File: src/rtl/alu_cmd_sequencer.sv
// Requester-side controller for an 8-bit combinational ALU.
// It accepts commands over a valid/ready handshake and drives S/Cin/A/B from registered state.
// Y is folded into an accumulator once per iteration.
// When a command asks for it, the accumulator is returned on a valid/ready result port.
module alu_cmd_sequencer #(
    parameter int WIDTH = 8,
    parameter int SEL_W = 5,
    parameter int CNT_W = 3
) (
    input  logic             clk,
    input  logic             rst,
    input  logic             cmd_valid,
    output logic             cmd_ready,
    input  logic [SEL_W-1:0] cmd_op,
    input  logic             cmd_cin,
    input  logic [WIDTH-1:0] cmd_b,
    input  logic [CNT_W-1:0] cmd_cnt,
    input  logic             cmd_load,
    input  logic             cmd_out,
    output logic [SEL_W-1:0] alu_s,
    output logic             alu_cin,
    output logic [WIDTH-1:0] alu_a,
    output logic [WIDTH-1:0] alu_b,
    input  logic [WIDTH-1:0] alu_y,
    output logic             res_valid,
    input  logic             res_ready,
    output logic [WIDTH-1:0] res_data,
    output logic             busy
);

    typedef enum logic [1:0] {
        IDLE = 2'd0,
        EXEC = 2'd1,
        RESP = 2'd2
    } state_t;

    state_t             state_q, state_d;
    logic [WIDTH-1:0]   acc_q, acc_d;
    logic [WIDTH-1:0]   opnd_q, opnd_d;
    logic [SEL_W-1:0]   sel_q, sel_d;
    logic               cin_q, cin_d;
    logic [CNT_W-1:0]   cnt_q, cnt_d;
    logic               out_q, out_d;
    logic               cmd_accept;

    assign cmd_ready  = (state_q == IDLE) && !rst;
    assign cmd_accept = cmd_valid && cmd_ready;

    // The ALU is always driven from registered state, so its inputs hold between commands.
    assign alu_s     = sel_q;
    assign alu_cin   = cin_q;
    assign alu_a     = acc_q;
    assign alu_b     = opnd_q;
    assign res_valid = (state_q == RESP);
    assign res_data  = acc_q;
    assign busy      = (state_q != IDLE);

    // Next-state and register updates: accept in IDLE, iterate in EXEC, hold the result in RESP.
    always_comb begin
        state_d = state_q;
        acc_d   = acc_q;
        opnd_d  = opnd_q;
        sel_d   = sel_q;
        cin_d   = cin_q;
        cnt_d   = cnt_q;
        out_d   = out_q;
        case (state_q)
            IDLE: begin
                if (cmd_accept) begin
                    out_d = cmd_out;
                    if (cmd_load) begin
                        acc_d   = cmd_b;
                        state_d = cmd_out ? RESP : IDLE;
                    end else begin
                        sel_d   = cmd_op;
                        cin_d   = cmd_cin;
                        opnd_d  = cmd_b;
                        cnt_d   = cmd_cnt;
                        state_d = EXEC;
                    end
                end
            end
            EXEC: begin
                // Y is only trusted here; every other state ignores it.
                acc_d = alu_y;
                if (cnt_q == '0) begin
                    state_d = out_q ? RESP : IDLE;
                end else begin
                    cnt_d = cnt_q - CNT_W'(1);
                end
            end
            RESP: begin
                if (res_ready) begin
                    state_d = IDLE;
                end
            end
            default: state_d = IDLE;
        endcase
    end

    // State and datapath registers, cleared asynchronously so a reset aborts any command in flight.
    always_ff @(posedge clk or posedge rst) begin
        if (rst) begin
            state_q <= IDLE;
            acc_q   <= '0;
            opnd_q  <= '0;
            sel_q   <= '0;
            cin_q   <= 1'b0;
            cnt_q   <= '0;
            out_q   <= 1'b0;
        end else begin
            state_q <= state_d;
            acc_q   <= acc_d;
            opnd_q  <= opnd_d;
            sel_q   <= sel_d;
            cin_q   <= cin_d;
            cnt_q   <= cnt_d;
            out_q   <= out_d;
        end
    end

endmodule

File: config.mk
export PLATFORM = sky130hd
export DESIGN_NAME = alu_cmd_sequencer
export DESIGN_NICKNAME = d
export VERILOG_FILES = /design/src/rtl/alu_cmd_sequencer.sv
export SDC_FILE = /design/constraint.sdc
export NUM_CORES = 1
export LEC_CHECK = 0
export CAP_MARGIN = 5
export CORE_MARGIN = 2
export CORE_UTILIZATION = 44
export CTS_CLUSTER_DIAMETER = 80
export DETAILED_ROUTE_END_ITERATION = 12
export HOLD_SLACK_MARGIN = 0.02
export PLACE_DENSITY = 0.85
export SETUP_SLACK_MARGIN = 0.15
export SYNTH_ARGS = -nofsm -noshare
export SYNTH_HDL_FRONTEND = slang
export SYNTH_SLANG_ARGS = --single-unit
export TNS_END_PERCENT = 100
File: constraint.sdc
create_clock -name clk -period 4.9 [get_ports clk]
set_input_delay 0.98 -clock clk [delete_from_list [all_inputs] [get_ports clk]]
set_output_delay 0.98 -clock clk [all_outputs]
set_load 0.01 [all_outputs]
; ---- After elaboration in Yosys (flattened, before gate mapping)
; Index checks and enable logic that the tools add are counted.
[word_totals]
regBits = 28
latch_bits = 0
ram_bits = 0
mem_bits_ro = 0
input_bits = 31
out_inout_bits = 33
elab_cells = 43
mem_count = 0
[classes]
add_sub_neg = 1
multipliers = 0
div = 0
magnitude_cmp = 0
eq_ne = 8
shift = 0
n_mux = 14
n_bitwise = 1
reduce_logical = 12
[op_table]
columns = operator, n
row1 = two-way mux 8 bit, 2
row2 = one-hot mux 8 bit (2 select lines), 1
row3 = two-way mux 2 bit, 6
row4 = "inequality test 2 bit, second input constant", 5
row5 = two-way mux 3 bit, 3
row6 = AND reduction 3 bit, 3
row7 = one-hot mux 2 bit (3 select lines), 1
row8 = one-hot mux 3 bit (2 select lines), 1
row9 = AND reduction 4 bit, 1
row10 = nonzero test 2 bit, 2
row11 = logical NOT 3 bit, 1
row12 = "subtractor 3 x 1 -> 3 bit, second input constant", 1
row13 = "equality test 2 x 1 -> 1 bit, second input constant", 1
row14 = "equality test 2 bit, second input constant", 1
row15 = logical AND 1 bit, 2
row16 = logical NOT 2 bit, 1
row17 = "inequality test 2 x 1 -> 1 bit, second input constant", 1
row18 = AND reduction 2 bit, 1
row19 = logical NOT 1 bit, 1
row20 = inverter 1 bit, 1

; ---- Longest topological paths before layout
; Gate-level depths: netlist (run 1).
[depth]
word_depth = 5
ltp_mapped = 5
ltp_nobuf = 5

; ---- Least setup slack after synthesis (run 1)
; No wires, ideal clock.
[synth_path]
path_kind = input port to flip-flop
start = input port rst
end = register opnd_q[2], in the netlist alu_b[2]
setup_ps = 125
arrival_time_ps = 2221
t_required_ps = 4775
setup_slack_ps = 2554
cell_stages = 5
n_path_buf = 2
cell_sequence = or4b_1 buf_2 or2_1 buf_6 mux2_4
[synth_via]
elab_chain_len = 4
[synth_rtl]
columns = item, line_no
row1 = start: declaration, 11  ; input logic rst,
row2 = logical NOT 1 bit (no line), -
row3 = logical AND 1 bit, 46  ; assign cmd_ready = (state_q == IDLE) && !rst;
row4 = logical AND 1 bit, 47  ; assign cmd_accept = cmd_valid && cmd_ready;
row5 = AND reduction 3 bit (no line), -
row6 = end signal: assignment, 114  ; opnd_q <= opnd_d;
row7 = end: declaration, 39  ; logic [WIDTH-1:0] opnd_q, opnd_d;
; No other way between the ends.
; A chain may end at the register's enable or synchronous reset.

; ---- Worst setup path after layout (run 1)
[layout_path]
start = input port rst
end = output port cmd_ready
[layout_via]
elab_chain_len = 2
[layout_rtl]
columns = item, line_no
row1 = logical NOT 1 bit (no line), -
row2 = logical AND 1 bit, 46
row3 = end: declaration, 13  ; output logic cmd_ready,
; No other way between the ends.

==> results by group, run 1 <==
Run status
  – Status: completed

Yosys
  – Synthesized netlist cell count: 104
  – Cell taking the most area after synthesis: dfrtp_1
  – Synthesized net count: 137
  – Avg Inst Size Synth: 13.2 um2
  – Synth Register Bits: 28
  – Async set-reset flop share out of synthesis: 1.00
  – Synth area leaders: dfrtp_1 (51%), mux2_2 (20%), mux2_4 (6.6%)
  – EDFF count, synth: 0
  – Synth warn: 0
  – Cell variety after synth: 28
  – Most used DFF post-synth: dfrtp_1
  – Synth top area share: 0.511
  – Synth Cell Area: 1370 um2
  – Sequential fraction of the synthesis area: 0.511

Power and ir drop
  – Clk network pwr share: 0.122
  – Sw frac: 0.309
  – Power Density: 603 nW/um2
  – Comb power frac: 0.536
  – Maximum vdd drop: 0.000305 V
  – Overall Power: 1.21 mW
  – NetSw: between 0.3 and 0.4 mW
  – Leakage: 0.850 nW
  – Reg power frac: 0.343
  – Int Pwr: between 0.8 and 0.9 mW

Drt
  – Starting DRT DRC Count: 18
  – Routed Antenna Nets: 0
  – Drt total wl: roughly 3000 um
  – Routed length per instance: 15.5 um
  – First-pass DRT Iterations: 4
  – Via count of the routed design: between 900 and 1000
  – Vias per inst: a little over 5
  – DR DRC count: 0

Critical path
  – Worst EP required: 3.92 ns
  – R2r endpoint: alu_a[1]
  – R2r worst-path depth: 3
  – Crit. End Element: primary output
  – Kind of critical path: in -> out
  – Worst reg2reg startpoint: state_q[1]
  – Crit path DAT: 2.10 ns
  – Critical path launch point type: input pin
  – Worst Path Max Fanout: 4
  – Reg2Reg Setup Slack: around 2.8 ns

Hold path
  – WHS Endpoint: alu_b[1]
  – Hold Startpoint: alu_b[1]
  – Worst hold path depth: 1
  – Hold WC Path Type: reg -> reg

Global routing
  – Vias in the first global route: 1100
  – GRT Overall Usage: 0.181
  – GRT overflow: 0
  – Initial antenna violation count: 0
  – First-pass GRT wire length: 4840 um
  – Pin count of the biggest net entering global routing: 29

STA
  – Peak Freq: 325 MHz
  – Finish-stage setup viols: 0
  – Slew Limit Fails: 0
  – Tmin final: about 3 ns
  – Normalized max-slew margin: 0.309
  – Period utilization: 0.628
  – RSZ-0062 raised after global routing: false
  – Worst-margin pin slew: 1.03 ns
  – Worst-case clock skew: ~0.009 ns
  – Final Hold Violating Endpoints: 0
  – Setup TNS: 0 ns

Clocking
  – H-tree depth: 1
  – Root buf cell: clkbuf_4
  – Clk slew on worst S/H paths: 0.14 ns
  – CTS Sinks: 28
  – Hold buffers post-CTS: 0
  – Clock Path Buffers: 2
  – Setup repair bufs after CTS: 0
  – CTS Buf Count: 3
  – Clock tree from TritonCTS: yes
  – Worst-Skew Late Latency: 0.32 ns
  – CTS resizes: 0

Layout
  – Share of cells above drive strength 1: 0.231
  – Diode count: 0
  – Finished Core Util: 0.671
  – Layout Nets: 194
  – Area growth, synth to finish: 47.0%
  – Final Non-Filler Cells: 193

Place
  – Placed instance count: 189
  – Detailed placement HPWL: 2310 um
  – Port Buffers: 63
  – Gpl congestion: 0.752

Floorplanning
  – Num ports: 64
  – Die width: 59.8 um
  – Effective utilization at floorplan: 0.456
  – Core area: 3000 um2
  – Row cnt: 20
  – Die height: 59.8 um
  – DIE AREA: approximately 3600 um2

Run
  – Max-cap violations: 0
==> placed cells by master, fill, tap and decap left out <==
cell type / n
or4b_1: 1
nor2_2: 1
o31a_1: 1
xor2_1: 1
nor2_1: 1
nand2_1: 1
o22ai_1: 1
o21ai_0: 2
nand3b_1: 2
ha_1: 2
dfrtp_1: 28
bufinv_16: 1
inv_1: 6
clkbuf_4: 3
or2_2: 1
o32ai_1: 2
nor2b_1: 3
nand3_1: 1
o2bb2ai_1: 1
o221a_2: 1
a21oi_1: 3
or2_1: 1
mux2_2: 24
clkdlybuf4s50_1: 63
nand2b_1: 2
mux2_4: 6
o21a_1: 1
==> cell families after synthesis <==
family,after synthesis,share of synthesized area
xor gates and xnor gates,1,0.00639
buffers and inverters,17,0.0749
DFF,28,0.511
muxes,30,0.263
AOI/OAI and AO/OA,12,0.0621
and+or+nand+nor,14,0.0639
adders and majority gates,2,0.0183
==> critical path, stage by stage <==
cell and delay [ns]:
clkdlybuf4s50_1 0.45, nor2_1 0.12, clkdlybuf4s50_1 0.54
==> through the flow <==
| stage | hold WS (ns) | area, um2 | setup WS (ns) |
|---|---|---|---|
| after global placement | 0.475 | 1960 | 1.86 |
| after detailed placement | 0.494 | 1960 | 1.82 |
| after global routing | 0.534 | 2010 | 1.77 |
| after floorplan | 0.449 | 1370 | 2.55 |
| final | 0.523 | 2010 | 1.82 |
| after CTS | 0.527 | 2010 | 1.82 |
==> synth_stat cells (2+ instances only) <==
library cell,instances
buf_4,8
dfrtp_1,28
a21oi_1,3
o32ai_1,2
nand3b_1,2
mux2_4,6
nor2b_1,3
mux2_2,24
inv_1,6
ha_1,2
nand2b_1,2
o21ai_0,2
==> sequential cells by signal, indices dropped and copies added (netlist names) <==
register / cells
alu_a: 8
out_q: 1
alu_s: 5
alu_b: 8
state_q: 2
cnt_q: 3
alu_cin: 1
==> worst max path at each step <==
stage / cells after the start / start / to / slack, ns
after floorplan: 5 / rst / alu_b[2] / 2.55
after global placement: 3 / rst / cmd_ready / 1.86
after detailed placement: 3 / rst / cmd_ready / 1.82
after CTS: 3 / rst / cmd_ready / 1.82
after global routing: 3 / rst / cmd_ready / 1.77
final: 3 / rst / cmd_ready / 1.82
==> cell type report <==
class,count,area (um2)
clock buffer,3,22.5
clock inverter,1,30.0
fill,247,988
inverter,6,22.5
multi-input combinational,59,567
sequential,28,701
tap,33,41.3
timing repair buffer,63,631
==> metal layers <==
layer  global-route usage  vias to the layer above  part of all wire
li1                     -                      470                 -
met1                0.210                      490              0.42
met2                0.339                       31              0.53
met3               0.0173                        2             0.038
met4               0.0667                        0             0.010
met5                    0                        -                 0
==> power by group through the flow <==
stage	Combinational, mW	Sequential [mW]	Clock (mW)
final	0.651	0.416	0.148
after floorplan	0.321	0.459	0
after global routing	0.699	0.434	0.162
after global placement	0.642	0.416	0
after CTS	0.662	0.418	0.152
after detailed placement	0.657	0.424	0
No activity file was read; power rests on OpenSTA's default activity.
==> run 2: changes to the inputs <==
--- a/config.mk
+++ b/config.mk
@@ -7,11 +7,11 @@
 export LEC_CHECK = 0
 export CAP_MARGIN = 5
 export CORE_MARGIN = 2
-export CORE_UTILIZATION = 44
+export CORE_UTILIZATION = 37
 export CTS_CLUSTER_DIAMETER = 80
 export DETAILED_ROUTE_END_ITERATION = 12
 export HOLD_SLACK_MARGIN = 0.02
-export PLACE_DENSITY = 0.85
+export PLACE_DENSITY = 0.76
 export SETUP_SLACK_MARGIN = 0.15
 export SYNTH_ARGS = -nofsm -noshare
 export SYNTH_HDL_FRONTEND = slang
==> constraint.sdc (replaced) <==
create_clock -name clk -period 2.7 [get_ports clk]
set_input_delay 0.54 -clock clk [delete_from_list [all_inputs] [get_ports clk]]
set_output_delay 0.54 -clock clk [all_outputs]
set_load 0.01 [all_outputs]
==> run 2 against run 1 <==
- register-to-register slack got worse by 2.1 ns
- critical path depth increased by 1
- routed wire length decreased by 1.7%
- die area increased by 18%
- cell count increased by 9.8%
- sequential power increased by 84%
- global-route usage decreased by 3.1 points
- sequential share of layout area decreased by 0.86 points
- setup slack got worse by 1.4 ns
- worst hold slack got worse by 0.024 ns
- non-clock buffer count increased by 4
- sequential cell count unchanged
==> results by group, run 2 (synthesis results as in run 1) <==
Drt
  – Via count of the routed design: 979 (-1.4%)
  – DR DRC count: 0 (unchanged)
  – Routed length per instance: 13.9 um (-11%)
  – Uppermost layer routed: met4
  – First-pass DRT Iterations: 4 (unchanged)
  – Met2 wire length: 1370 um (-14%)
  – Wl on met1: 1370 um (+8.5%)
  – Drt total wl: 2940 um (-1.7%)
  – Metal3 WL: 179 um (+57%)
  – Vias per inst: 4.62 (-10%)
  – Starting DRT DRC Count: 25 (+7)
  – Routed Antenna Nets: 0 (unchanged)

Critical path
  – Kind of critical path: in -> reg
  – Crit path DAT: 2.40 ns (+0.30 ns)
  – Worst Path Max Fanout: 8 (+4)
  – Crit. End Element: flop
  – Worst EP required: 2.87 ns (-1.05 ns)
  – Critical path launch point type: input pin

Clocking
  – CTS resizes: 0 (unchanged)
  – CTS Buf Count: 3 (unchanged)
  – H-tree depth: 1 (unchanged)
  – Hold buffers post-CTS: 0 (unchanged)
  – Worst-Skew Late Latency: 0.27 ns (-0.05 ns)
  – Root buf cell: clkbuf_8
  – CTS Sinks: 28 (unchanged)
  – Clock tree from TritonCTS: yes
  – Clk slew on worst S/H paths: 0.10 ns (-0.04 ns)
  – Setup repair bufs after CTS: 0 (unchanged)
  – Clock Path Buffers: 2 (unchanged)

Floorplanning
  – Die height: 64.9 um (+8.4%)
  – DIE AREA: 4210 um2 (+18%)
  – Row cnt: 22 (+10%)
  – Die width: 64.9 um (+8.4%)
  – Num ports: 64 (unchanged)
  – Core area: 3610 um2 (+20%)
  – Effective utilization at floorplan: 0.380 (-0.0763)

Layout
  – Layout Nets: 198 (+2.1%)
  – Finished Cell Area: 2070 um2 (+2.5%)
  – Fillers: 305 (+23%)
  – Area growth, synth to finish: 50.8%
  – Share of cells above drive strength 1: 0.250 (+0.0187)
  – Commonest non-fill, non-tap cell in the layout: clkdlybuf4s50_1
  – Finished Core Util: 0.573 (-0.0980)
  – Diode count: 0 (unchanged)
  – Most frequent cells in the layout: clkdlybuf4s50_1 (63), dfrtp_1 (28), mux2_2 (24)

STA
  – Worst-case clock skew: 0.00554 ns (-0.00372 ns)
  – Peak Freq: 449 MHz
  – Worst-margin pin slew: 0.536 ns (-0.499 ns)
  – Slew Limit Fails: 0 (unchanged)
  – Period utilization: 0.826
  – Normalized max-slew margin: 0.642 (+0.334)
  – Tmin final: roughly 2.2 ns
  – Finish-stage setup viols: 0 (unchanged)
  – RSZ-0062 raised after global routing: false
  – Setup TNS: 0 ns (unchanged)
  – Final Hold Violating Endpoints: 0 (unchanged)

Place
  – Gpl congestion: 0.779 (+3.6%)
  – Detailed placement HPWL: 2270 um (-1.5%)
  – Port Buffers: 63 (unchanged)
  – Placed instance area: 2010 um2 (+2.5%)

Hold path
  – Hold WC Path Type: reg -> reg

Power and ir drop
  – Power Density: 1080 nW/um2 (+79%)
  – Leakage: 0.870 nW (+2.4%)
  – Maximum vdd drop: 0.000489 V (+60%)
  – Overall Power: 2.23 mW (+83%)

Global routing
  – GRT Overall Usage: 0.150 (-0.0310)
  – Vias in the first global route: 1041 (-5.4%)
  – First-pass GRT wire length: 4920 um (+1.6%)
  – Pin count of the biggest net entering global routing: 19 (-34%)
  – GRT overflow: 0 (unchanged)
  – Initial antenna violation count: 0 (unchanged)

Run status
  – Status: completed

Run
  – Max-cap violations: 0 (unchanged)
## run 2: metrics by stage
| stage | hold WS (ns) | cells | setup WS, ns |
|---|---|---|---|
| 2_1_floorplan | 0.449 | 104 | 0.794 |
| 3_3_place_gp | 0.481 | 208 | 0.226 |
| 3_5_place_dp | 0.483 | 208 | 0.182 |
| 4_1_cts | 0.505 | 212 | 0.468 |
| 5_1_grt | 0.537 | 212 | 0.398 |
| 6_report | 0.498 | 212 | 0.471 |
## run 2: path summary, 6_finish.rpt
path | start | endpoint | slack [ns] | cells after the start
worst max-delay path | rst | alu_b[6] | 0.47 | 4
worst min-delay path | out_q | out_q | 0.50 | 2
worst max register to register | state_q[0] | alu_b[6] | 0.69 | 3
worst min register to register | out_q | out_q | 0.50 | 2
max in group asynchronous | rst | cnt_q[0] | 1.48 | 3
min in group asynchronous | rst | alu_b[3] | 0.63 | 2
## run 2: critical path: stages
cell	delay, ns
clkdlybuf4s50_1	0.45
or4b_1	0.61
or2_1	0.44
mux2_4	0.36
## run 2: final cells by class
| class | count | area (um2) | share of cell area |
|---|---|---|---|
| clock buffers | 4 | 55.1 | 0.0267 |
| inverters | 6 | 22.5 | 0.0109 |
| multi-input cells | 59 | 567 | 0.274 |
| flip-flops and latches | 28 | 701 | 0.339 |
| well taps | 48 | 60.1 | 0.0291 |
| repair buffers | 67 | 661 | 0.320 |
## run 2: metal layers
layer	GRT usage	vias to the layer above
met3	0.0208	2
met2	0.244	39
met4	0.0479	0
li1	-	478
met5	0	-
met1	0.206	460
## run 2: where the power goes
group	leakage (nW)	total [mW]	internal (mW)	switching [mW]
Clock	0.0288	0.261	0.130	0.130
Combinational	0.509	1.20	0.772	0.429
Sequential	0.333	0.766	0.629	0.137
Total	0.870	2.23	1.53	0.696
==> run 3: changes to the inputs <==
==> constraint.sdc (replaced) <==
create_clock -name clk -period 1.9 [get_ports clk]
set_input_delay 0.38 -clock clk [delete_from_list [all_inputs] [get_ports clk]]
set_output_delay 0.38 -clock clk [all_outputs]
set_load 0.01 [all_outputs]
==> run 3 against run 2 <==
- sequential power is 41% higher
- critical path depth increased by 1
- worst hold slack got worse by 0.15 ns
- first-iteration DRC count shrank 16%
- cell count up 5.2%
- setup slack worse by 0.30 ns
- clock-buffer cell count down 1
- global-route usage up 0.91 points
- combinational power is 57% higher
- via count grew 7.5%
- die area stayed put
- sequential cell count unchanged
- critical path type is now reg -> reg
==> results by group, run 3 (synthesis results as in run 1) <==
Power and ir drop
  – Sw frac: 0.316 (+0.00320)
  – Clk network pwr share: 0.096 (-0.021)
  – NetSw: 1.03 mW (+48%)
  – Power Density: 1490 nW/um2 (+38%)
  – Reg power frac: 0.331 (-0.013)
  – Int Pwr: 2.24 mW (+46%)
  – Maximum vdd drop: 0.000581 V (+19%)
  – Leakage: 0.968 nW (+11%)
  – Comb power frac: 0.573 (+0.034)

Floorplanning
  – Row cnt: 22 (unchanged)
  – Core area: 3610 um2 (unchanged)
  – Die height: 64.9 um (unchanged)
  – Die width: 64.9 um (unchanged)
  – Effective utilization at floorplan: 0.380 (unchanged)
  – Num ports: 64 (unchanged)
  – DIE AREA: 4210 um2 (unchanged)

STA
  – Final Hold Violating Endpoints: 0 (unchanged)
  – Slew Limit Fails: 0 (unchanged)
  – Finish-stage setup viols: 0 (unchanged)
  – Period utilization: 0.909
  – Worst hold slack: 0.351 ns (-0.147 ns)
  – Tmin final: between 1.5 and 2 ns
  – RSZ-0062 raised after global routing: true
  – Normalized max-slew margin: 0.756 (+0.114)
  – Worst-case clock skew: 0.00459 ns (-0.000946 ns)
  – Worst-margin pin slew: 0.366 ns (-0.170 ns)
  – Peak Freq: 579 MHz

Layout
  – Fillers: 292 (-4.3%)
  – Layout Nets: 210 (+6.1%)
  – Commonest non-fill, non-tap cell in the layout: clkdlybuf4s50_1
  – Finished Cell Area: 2200 um2 (+6.4%)
  – Share of cells above drive strength 1: 0.326 (+0.0757)
  – Most frequent cells in the layout: clkdlybuf4s50_1 (58), dfrtp_1 (28), mux2_2 (16)
  – Diode count: 0 (unchanged)
  – Area growth, synth to finish: 60.5%
  – Area of the multi-input gates: 618 um2 (+9.1%)
  – Finished Core Util: 0.610 (+0.0368)
  – Register cell area after layout: 701 um2 (unchanged)

Critical path
  – Critical path's top delay family: simple AND/OR/NAND/NOR gates
  – Crit. End Element: flop
  – CP Launch Point: state_q[1]
  – Crit-path max cell delay: 0.51 ns (-0.10 ns)
  – Slowest CP cell: or4b_4
  – Worst Path Max Fanout: 8 (unchanged)
  – Critical path, cell by cell: or4b_4 -> buf_6 -> nor2_4 -> buf_8 -> mux2_4
  – Kind of critical path: reg -> reg
  – Critical path launch point type: flop
  – Worst reg2reg startpoint: state_q[1]
  – Worst EP required: 2.06 ns (-0.81 ns)
  – Crit path DAT: 1.89 ns (-0.51 ns)
  – Critical path buffer and inverter count: 2 (+1)

Clocking
  – CTS Buf Count: 3 (unchanged)
  – Clock Path Buffers: 2 (unchanged)
  – CTS Sinks: 28 (unchanged)
  – Root buf cell: clkbuf_8
  – Clk slew on worst S/H paths: 0.09 ns (about the same)
  – H-tree depth: 1 (unchanged)
  – Worst-Skew Late Latency: 0.27 ns (about the same)
  – Clock tree from TritonCTS: yes

Drt
  – Via count of the routed design: 1052 (+7.5%)
  – First-pass DRT Iterations: 4 (unchanged)
  – Routed Antenna Nets: 0 (unchanged)
  – Drt total wl: 3230 um (+9.6%)
  – Wl on met1: 1410 um (+3.0%)
  – Vias per inst: 4.72 (+2.2%)
  – DR DRC count: 0 (unchanged)
  – Uppermost layer routed: met4
  – Routed length per instance: 14.5 um (+4.2%)
  – Metal3 WL: 185 um (+3.4%)
  – Met2 wire length: 1580 um (+16%)
  – Starting DRT DRC Count: 21 (-16%)

Place
  – Port Buffers: 63 (unchanged)
  – Placed instance area: 2090 um2 (+3.7%)
  – Detailed placement HPWL: 2400 um (+5.8%)
  – Gpl congestion: 0.764 (-1.8%)

Global routing
  – Vias in the first global route: 1094 (+5.1%)
  – GRT Overall Usage: 0.159 (+0.00907)
  – GRT overflow: 0 (unchanged)
  – Pin count of the biggest net entering global routing: 15 (-4)
  – First-pass GRT wire length: 5110 um (+3.9%)
  – Initial antenna violation count: 0 (unchanged)

Run status
  – Status: completed

Hold path
  – Hold WC Path Type: in -> async

Run
  – Max-cap violations: 0 (unchanged)
## run 3: changes by cell type in the layout (fill, tap and decap cells not counted), moves of 2 or more
cell,change
mux2_4,+8
mux2_2,-8
buf_6,+2
buf_4,+9
clkdlybuf4s50_1,-5
dlygate4sd2_1,+4
## run 3: power groups by stage
stage	combinational (mW)	clock, mW	sequential [mW]
global placement	1.76	0	1.07
global route	2.01	0.339	1.13
floorplan	0.827	0	1.18
finish	1.88	0.313	1.08
detailed placement	1.80	0	1.09
CTS	1.88	0.309	1.09
## run 3: cell type report
type | count | area share
well taps | 48 | 0.0273
clock buffers | 3 | 0.0188
repair buffers | 79 | 0.344
flip-flops and latches | 28 | 0.319
multi-input cells | 59 | 0.281
inverters | 6 | 0.0102
## run 3: path summary, 6_finish.rpt
| path | endpoint | slack, ns | depth (start not counted) |
|---|---|---|---|
| setup / recovery | alu_s[3] | 0.17 | 5 |
| hold / removal | state_q[0] | 0.35 | 3 |
| setup reg to reg | alu_s[3] | 0.17 | 5 |
| hold reg to reg | out_q | 0.49 | 2 |
| max in group asynchronous | alu_a[7] | 1.08 | 4 |
| min in group clk | out_q | 0.49 | 2 |
## run 3: per-layer routing
| layer | up-vias | GRT usage |
|---|---|---|
| met1 | 513 | 0.198 |
| met5 | - | 0 |
| met4 | 0 | 0.0638 |
| met2 | 34 | 0.269 |
| li1 | 500 | - |
| met3 | 5 | 0.0313 |
## run 3: repair_timing
item                                    in CTS  in global routing
buffers inserted                             2                  0
endpoints found under the hold margin        0                  0
resized for setup                           19                  5
endpoints found under the setup margin      24                 15
hold buffers                                 0                  0
pin swaps                                    2                  1
## run 3: worst reg2reg max path: cells and delay by family, from the launching register on
kind	cells	cell delay, ns
simple gates	2	0.59
flops	1	0.43
mux	1	0.31
buf+inv	2	0.30
## run 3: per-stage QoR
stage	total power, mW	cells	TNS [ns]	setup WS, ns
3_3_place_gp	2.83	218	-5.60	-0.285
4_1_cts	3.28	223	0	0.156
6_report	3.27	223	0	0.173
5_1_grt	3.47	223	0	0.127
2_1_floorplan	2.01	104	0	0.0811
3_5_place_dp	2.89	218	-5.71	-0.305
